<file path="src/rtl/wsi_req_pkg.sv">
// Shared definitions for the WSI request arbiter: request word field map,
// idle command code and arbiter state encoding.
package wsi_req_pkg;

  localparam int unsigned WSI_REQ_W = 61;

  localparam int unsigned CMD_HI   = 60;
  localparam int unsigned CMD_LO   = 58;
  localparam int unsigned LAST_BIT = 57;
  localparam int unsigned PREC_BIT = 56;
  localparam int unsigned LEN_HI   = 55;
  localparam int unsigned LEN_LO   = 44;

  localparam logic [2:0] CMD_IDLE = 3'b000;

  typedef enum logic [1:0] {
    IDLE  = 2'd0,
    LOCK0 = 2'd1,
    LOCK1 = 2'd2
  } arb_state_t;

endpackage

</file>
<file path="src/rtl/wsi_burst_checker.sv">
// Burst beat counter and, with WSI_ARB_BURST_CHECK_EN defined, the precise-burst
// length checker driving the sticky err_len flag.
module wsi_burst_checker
  import wsi_req_pkg::*;
(
  input  logic        clk,
  input  logic        rst,
  input  logic        accept,
  input  logic        first,
`ifdef WSI_ARB_BURST_CHECK_EN
  input  logic        last,
  input  logic        prec_in,
  input  logic [11:0] len_in,
  input  logic        err_clr,
`endif
  output logic        err_len
);

  logic [11:0] beat_cnt;

  always_ff @(posedge clk or posedge rst) begin
    if (rst) begin
      beat_cnt <= '0;
    end else if (first) begin
      beat_cnt <= 12'd1;
    end else if (accept && beat_cnt != '1) begin
      beat_cnt <= beat_cnt + 12'd1;
    end
  end

`ifdef WSI_ARB_BURST_CHECK_EN
  logic [11:0] len_q;
  logic        prec_q;
  logic        chk_prec;
  logic [11:0] chk_len;
  logic [12:0] total;
  logic        err_set;

  // A single-beat burst is checked against its own fields, not the latched ones.
  always_comb begin
    chk_prec = first ? prec_in : prec_q;
    chk_len  = first ? len_in : len_q;
    total    = first ? 13'd1 : ({1'b0, beat_cnt} + 13'd1);
    err_set  = accept && last && chk_prec &&
               ((total != {1'b0, chk_len}) || (chk_len == '0));
  end

  always_ff @(posedge clk or posedge rst) begin
    if (rst) begin
      len_q   <= '0;
      prec_q  <= 1'b0;
      err_len <= 1'b0;
    end else begin
      if (first && !last) begin
        len_q  <= len_in;
        prec_q <= prec_in;
      end
      if (err_set) begin
        err_len <= 1'b1;
      end else if (err_clr) begin
        err_len <= 1'b0;
      end
    end
  end
`else
  assign err_len = 1'b0;
`endif

endmodule

</file>
<file path="src/rtl/wsi_req_arbiter.sv">
// Burst-aware round-robin arbiter sharing the WSI request FIFO write port
// between two sources. Length checking is built when WSI_ARB_BURST_CHECK_EN is defined.
module wsi_req_arbiter
  import wsi_req_pkg::*;
#(
  parameter int unsigned PRIO_INIT = 0,
  parameter int unsigned DW        = WSI_REQ_W
) (
  input  logic          wciS0_Clk,
  input  logic          wciS0_Rst,
  input  logic          src0_valid,
  input  logic [DW-1:0] src0_data,
  output logic          src0_ready,
  input  logic          src1_valid,
  input  logic [DW-1:0] src1_data,
  output logic          src1_ready,
  input  logic          fifo_full,
  output logic          fifo_we,
  output logic [DW-1:0] fifo_din,
  output logic [1:0]    grant,
  output logic          locked,
  output logic          err_len,
  input  logic          err_clr
);

  arb_state_t    state;
  logic          rr_ptr;
  logic          beat0;
  logic          beat1;
  logic          sel_vld;
  logic          sel1;
  logic          open;
  logic          accept;
  logic          acc_first;
  logic          acc_last;
  logic [DW-1:0] sel_data;

  assign beat0 = src0_valid && (src0_data[CMD_HI:CMD_LO] != CMD_IDLE);
  assign beat1 = src1_valid && (src1_data[CMD_HI:CMD_LO] != CMD_IDLE);

  // While locked the owner stays selected even without a valid beat, which
  // keeps the other source's ready low for the whole burst.
  always_comb begin
    sel_vld = 1'b0;
    sel1    = 1'b0;
    case (state)
      IDLE: begin
        sel_vld = beat0 || beat1;
        sel1    = beat1 && (!beat0 || rr_ptr);
      end
      LOCK0: begin
        sel_vld = 1'b1;
        sel1    = 1'b0;
      end
      LOCK1: begin
        sel_vld = 1'b1;
        sel1    = 1'b1;
      end
      default: begin
        sel_vld = 1'b0;
        sel1    = 1'b0;
      end
    endcase
  end

  assign open       = !wciS0_Rst && !fifo_full && sel_vld;
  assign src0_ready = open && !sel1;
  assign src1_ready = open && sel1;
  assign accept     = (src0_ready && beat0) || (src1_ready && beat1);
  assign sel_data   = sel1 ? src1_data : src0_data;
  assign acc_first  = accept && (state == IDLE);
  assign acc_last   = accept && sel_data[LAST_BIT];

  assign fifo_we  = accept;
  assign fifo_din = sel_data;
  assign grant    = (wciS0_Rst || !sel_vld) ? 2'b00 : (sel1 ? 2'b10 : 2'b01);
  assign locked   = (state != IDLE);

  always_ff @(posedge wciS0_Clk or posedge wciS0_Rst) begin
    if (wciS0_Rst) begin
      state  <= IDLE;
      rr_ptr <= PRIO_INIT[0];
    end else if (accept) begin
      if (state == IDLE) begin
        if (acc_last) begin
          rr_ptr <= !sel1;
        end else begin
          state <= sel1 ? LOCK1 : LOCK0;
        end
      end else if (acc_last) begin
        state  <= IDLE;
        rr_ptr <= !sel1;
      end
    end
  end

  wsi_burst_checker u_chk (
    .clk     (wciS0_Clk),
    .rst     (wciS0_Rst),
    .accept  (accept),
    .first   (acc_first),
`ifdef WSI_ARB_BURST_CHECK_EN
    .last    (acc_last),
    .prec_in (sel_data[PREC_BIT]),
    .len_in  (sel_data[LEN_HI:LEN_LO]),
    .err_clr (err_clr),
`endif
    .err_len (err_len)
  );

`ifndef WSI_ARB_BURST_CHECK_EN
  logic unused_err_clr;
  assign unused_err_clr = err_clr;
`endif

endmodule

</file>
<file path="config.mk">
export PLATFORM = sky130hd
export DESIGN_NAME = wsi_req_arbiter
export DESIGN_NICKNAME = d
export VERILOG_FILES = /design/src/rtl/wsi_req_pkg.sv /design/src/rtl/wsi_burst_checker.sv /design/src/rtl/wsi_req_arbiter.sv
export SDC_FILE = /design/constraint.sdc
export NUM_CORES = 1
export LEC_CHECK = 0
export CORE_UTILIZATION = 25
export CTS_CLUSTER_DIAMETER = 80
export DETAILED_ROUTE_END_ITERATION = 7
export PLACE_DENSITY = 0.91
export SLEW_MARGIN = 5
export SYNTH_ARGS = -nofsm -noshare
export SYNTH_HDL_FRONTEND = slang
export SYNTH_HIERARCHICAL = 1
export SYNTH_SLANG_ARGS = --single-unit
export TNS_END_PERCENT = 5
</file>
<file path="constraint.sdc">
create_clock -name wciS0_Clk -period 2.6 [get_ports wciS0_Clk]
set_input_delay 0.26 -clock wciS0_Clk [delete_from_list [all_inputs] [get_ports wciS0_Clk]]
set_output_delay 0.26 -clock wciS0_Clk [all_outputs]
set_load 0.005 [all_outputs]
</file>
== Word-level counts from Yosys, hierarchy flattened ==
Cells that the tools add are included.
Storage, ports and cells
  input port bits: 128
  output and inout port bits: 68
  bits in registers: 3
  logic and storage cells: 40
Operators by class
  muxes and demuxes: 8
  reduce and logical (&&, ||, !) cells: 27
  equal/unequal tests: 3
Operators with widths (number)
  2-to-1 mux 61 bit: 1
  logical AND 1 bit: 10
  2-to-1 mux 2 bit: 5
  nonzero test 3 bit: 2
  logical NOT 1 bit: 5
  logical OR 1 bit: 4
  one-hot mux 1 bit (2 select lines): 2
  nonzero test 2 bit: 2
  AND reduction 3 bit: 1
  == test 2 x 1 -> 1 bit (second input constant): 1
  == test 2 bit (second input constant): 1
  logical NOT 2 bit: 1
  != test 2 bit (second input constant): 1
  AND reduction 2 bit: 1
  OR reduction 2 bit: 1

== Depth between registers and ports, before layout ==
  depth after elaboration: 13
  gate-level depth with buffers: 8
  mapped depth without buffers: 7

== By module ==
The synthesis kept the hierarchy.
Modules (own cells, without submodules)
  wsi_req_arbiter: sequential area each 75.1 sq um, cells an instance 110, times used 1, area each 1410.1 sq um
  wsi_burst_checker: sequential area each 0.0 sq um, cells an instance 2, times used 1, area each 11.3 sq um

== Least setup slack after synthesis ==
No wires, ideal clock.
  path kind: flip-flop to output port
  start point: register state[0]
  end point: output port fifo_din[10]
  buffers on the path: 1
  setup slack: 0.704 ns
  cell stages (with the launch flop): 8
  arrival: 1.636 ns
  cells stage by stage: dfrtp_1 > inv_1 > ha_1 > o311a_4 > o21a_4 > nor2_8 > buf_12 > mux2_4
On the way
  cells in the longest elaborated chain, start to end: 3
RTL lines
  start, declared: line wsi_req_arbiter.sv:26  | arb_state_t state;
  start signal, assigned: line wsi_req_arbiter.sv:88  | state <= sel1 ? LOCK1 : LOCK0;
  == test 2 bit / logical NOT 2 bit (equally long branches): line wsi_req_arbiter.sv:46  | case (state)
  one-hot mux 1 bit (2 select lines) (*): line wsi_req_arbiter.sv:46
  2-to-1 mux 61 bit (*): line wsi_req_arbiter.sv:70  | assign sel_data = sel1 ? src1_data : src0_data;
  end, declared: line wsi_req_arbiter.sv:19  | output logic [DW-1:0] fifo_din,
Mark *: on every way between the ends. The rest lies on a longest branch, timed or not.

== Final worst setup path ==
  start point: input port src1_data[59]
  end point: output port fifo_din[49]
On the way
  cells in the longest elaborated chain, start to end: 5
RTL lines
  start, declared: line wsi_req_arbiter.sv:15  | input logic [DW-1:0] src1_data,
  nonzero test 3 bit: line wsi_req_arbiter.sv:39  | assign beat1 = src1_valid && (src1_data[CMD_HI:CMD_LO] != CMD_IDLE);
  logical AND 1 bit: line wsi_req_arbiter.sv:39
  logical AND 1 bit: line wsi_req_arbiter.sv:49  | sel1 = beat1 && (!beat0 || rr_ptr);
  one-hot mux 1 bit (2 select lines): line wsi_req_arbiter.sv:46
  2-to-1 mux 61 bit: line wsi_req_arbiter.sv:70
No other way between the ends.

==> impl_results.md <==
- Top cell type's share of synthesized area: 0.592
- Leak: 1.74 nW
- Top-Level Pins: 196
- Most frequent cells after synthesis: 56 x mux2_4, 6 x buf_12, 5 x inv_1, 4 x mux2_2, 4 x nor2_1
- Syn Inst Count: 112
- Fmax: 388 MHz
- Worst-skew pair later-pin latency: 0.21 ns
- TritonCTS buffer count: 3
- Dominant synthesized flop cell: dfrtp_1
- Post-synthesis compound-gate area fraction: 0.105
- Routed Antenna Nets: 0
- Fin. max-slew vios: 0
- Yosys warning total: 6
- Synth cell types: 32
- Net Count, Synth: 243
- Mux contribution to synthesized area: 0.631
- CP startpoint kind: input pin
- Synth Register Bits: 3
- Final wirelength: 6.01 mm
- Std cell rows: 27
- Fill cells: 457
- Initial Utilization: 0.258
- Via/cell ratio: 4.43
- Drt wl/cell: 15.4 um
- Gr ovfl total: 0
- Max clock buf depth: 2
- Sequential-to-total area share from yosys stat: 0.0528
- Setup CP Type: in2out
- Simple-gate share of the synthesized area: 0.0669
- Clock sinks: 3
- TritonCTS clock tree: done
- First-pass GRT wire length: 8.69 mm
- Maximum fanout along the worst path: 7
- Post-synthesis adder-cell area fraction: 0.0264
- Ranking of synthesized cells by area: mux2_4 59%, buf_12 8.5%, dfrtp_1 5.3%
- Initial antenna violation count: 0
- Core ar.: 5510 um2
- Ratio of cells with drive above 1 in the final layout: 0.289
- Avg Cell Area, Syn: 12.7 um2
- Initial drt markers: 23
- Total number of vias: 1,728
- Final Skew: 0.00265 ns
- Initial DRT Pass Iterations: 4
- Final hold viol count: 0
- Async set-or-reset flop fraction in the synthesized netlist: 1.00
- Die height: 77.4 um
- DRC viols: 0
- Post-route cell area: 3530 um2
- Post-synth top area cell: mux2_4
- # setup viols final: 0
- Endpoint class of the critical path: output pin
- Count leader, synth: mux2_4
- GR Util met3: 0.0365
- EDFF count, synth: 0
- Die footprint: 5990 um2
- CTS Root Cell: clkbuf_8
- Final min period: 2.58 ns
- Met2 Use GR: 0.365
- GRT Util Overall: 0.182
- Setup_tns: 0 ns
- Final period util: 0.991
- RSZ-0062 raised after global routing: true
- Status: complete, no violations
- Post-DP HPWL: 5.31 mm
- N_diodes: 0
- XOR/XNOR share of the synthesized area: 0.00616
- Vias in the first global route: 1,743
- Total power: 0.551 mW
- Clk pin slew, worst setup/hold paths: 0.03 ns
- Hold buffer count at cts: 0
- Placed inst area: 3440 um2
- Area growth syn-to-layout: 148%
- GP Congestion: 0.767
- Worst hold slack: 0.263 ns
- Hold Crit Class: in2async
- Fin nets: 450
- Max_cap viols: 0
- Number of port buffers: 193
- P per Cell Area: 156 nW/um2
- Die X: 77.4 um
- Post-Syn Area: 1420 um2
- Gr busiest metal: met2
- H-tree levels: 1
- Largest family of logic cells by synthesized area: multiplexers
- Largest net degree at the start of global routing: 22
- Critical path arrival: 2.32 ns
- Crit path required time: 2.34 ns
- GR Util met1: 0.197
- VDD IR-drop max: 0.000425 V
-- path summary, 6_finish.rpt --
| check | depth (start not counted) | slack, ns | endpoint | from |
|---|---|---|---|---|
| worst max-delay path | 7 | 0.02 | fifo_din[49] | src1_data[59] |
| worst max register to register | 8 | 0.63 | rr_ptr$_DFFE_PP0P_ | state[0]$_DFFE_PP0P_ |
| worst min-delay path | 2 | 0.26 | rr_ptr$_DFFE_PP0P_ | wciS0_Rst |
| max in group asynchronous | 2 | 2.20 | state[0]$_DFFE_PP0P_ | wciS0_Rst |
| min in group wciS0_Clk | 1 | 0.60 | rr_ptr$_DFFE_PP0P_ | rr_ptr$_DFFE_PP0P_ |
| worst min register to register | 1 | 0.60 | rr_ptr$_DFFE_PP0P_ | rr_ptr$_DFFE_PP0P_ |
-- cell families after synthesis --
| kind of cell | count (synthesis) |
|---|---|
| compound gates | 15 |
| xor+xnor | 1 |
| fa+ha+maj | 3 |
| buf+inv | 14 |
| flops | 3 |
| mux | 61 |
| other cells | 1 |
| simple gates | 14 |
-- metal layers --
layer  up-vias  wire [um]
li1        833          -
met1       793       2170
met2        96       3360
met3         6        408
met4         0         65
met5         -          0
-- through the flow --
stage	util	cells	worst slack [ns]
final	0.640	390	0.0231
after global routing	0.640	390	-0.0372
after detailed placement	0.625	383	-0.123
after CTS	0.625	387	-0.0791
after floorplan	-	112	0.704
after global placement	0.625	383	-0.0958
-- flip-flops by register name, summed over array words and instances (netlist names) --
| signal | count |
|---|---|
| state | 2 |
| rr_ptr | 1 |
-- where the power goes --
group	internal, mW	switching (mW)
clock network	0.104	0.0274
registers	0.0471	0
logic	0.291	0.0816
total	0.442	0.109
-- cell usage in the layout (no fill, tap or decap), drive strengths merged --
master and count:
xnor2 1, o21ai 3, nor2 5, o31ai 3, inv 6, clkdlybuf4s50 145, o311a 2, dlygate4sd2 38
nor3 4, nand2 2, o221ai 1, nor3b 1, or3b 1, o21a 1, dlymetal6s2s 10, nor4 1
buf 17, ha 3, dfrtp 3, o21bai 1, mux2 61, clkbuf 4, a2bb2oi 2, conb 1
a21oi 1, o22a 1
-- critical path, cell delays in order --
cell and delay (ns):
clkdlybuf4s50_1 0.43, o311a_4 0.38, o21a_4 0.14, nor2_8 0.17, buf_6 0.17, mux2_4 0.31, clkdlybuf4s50_1 0.46
-- what timing repair did --
action | in CTS | in global routing
pin swaps | 0 | 1
gates resized for setup | 39 | 19
setup buffers | 0 | 3
endpoints found under the setup margin | 59 | 25
-- final cells by class --
class / count / area (um2) / area share
clock buffers: 4 / 45.0 / 0.0128
well taps: 72 / 90.1 / 0.0256
inverters: 6 / 22.5 / 0.00639
multi-input cells: 95 / 1210 / 0.344
flip-flops and latches: 3 / 75.1 / 0.0213
repair buffers: 210 / 2080 / 0.590
No activity file was read; power rests on OpenSTA's default activity.
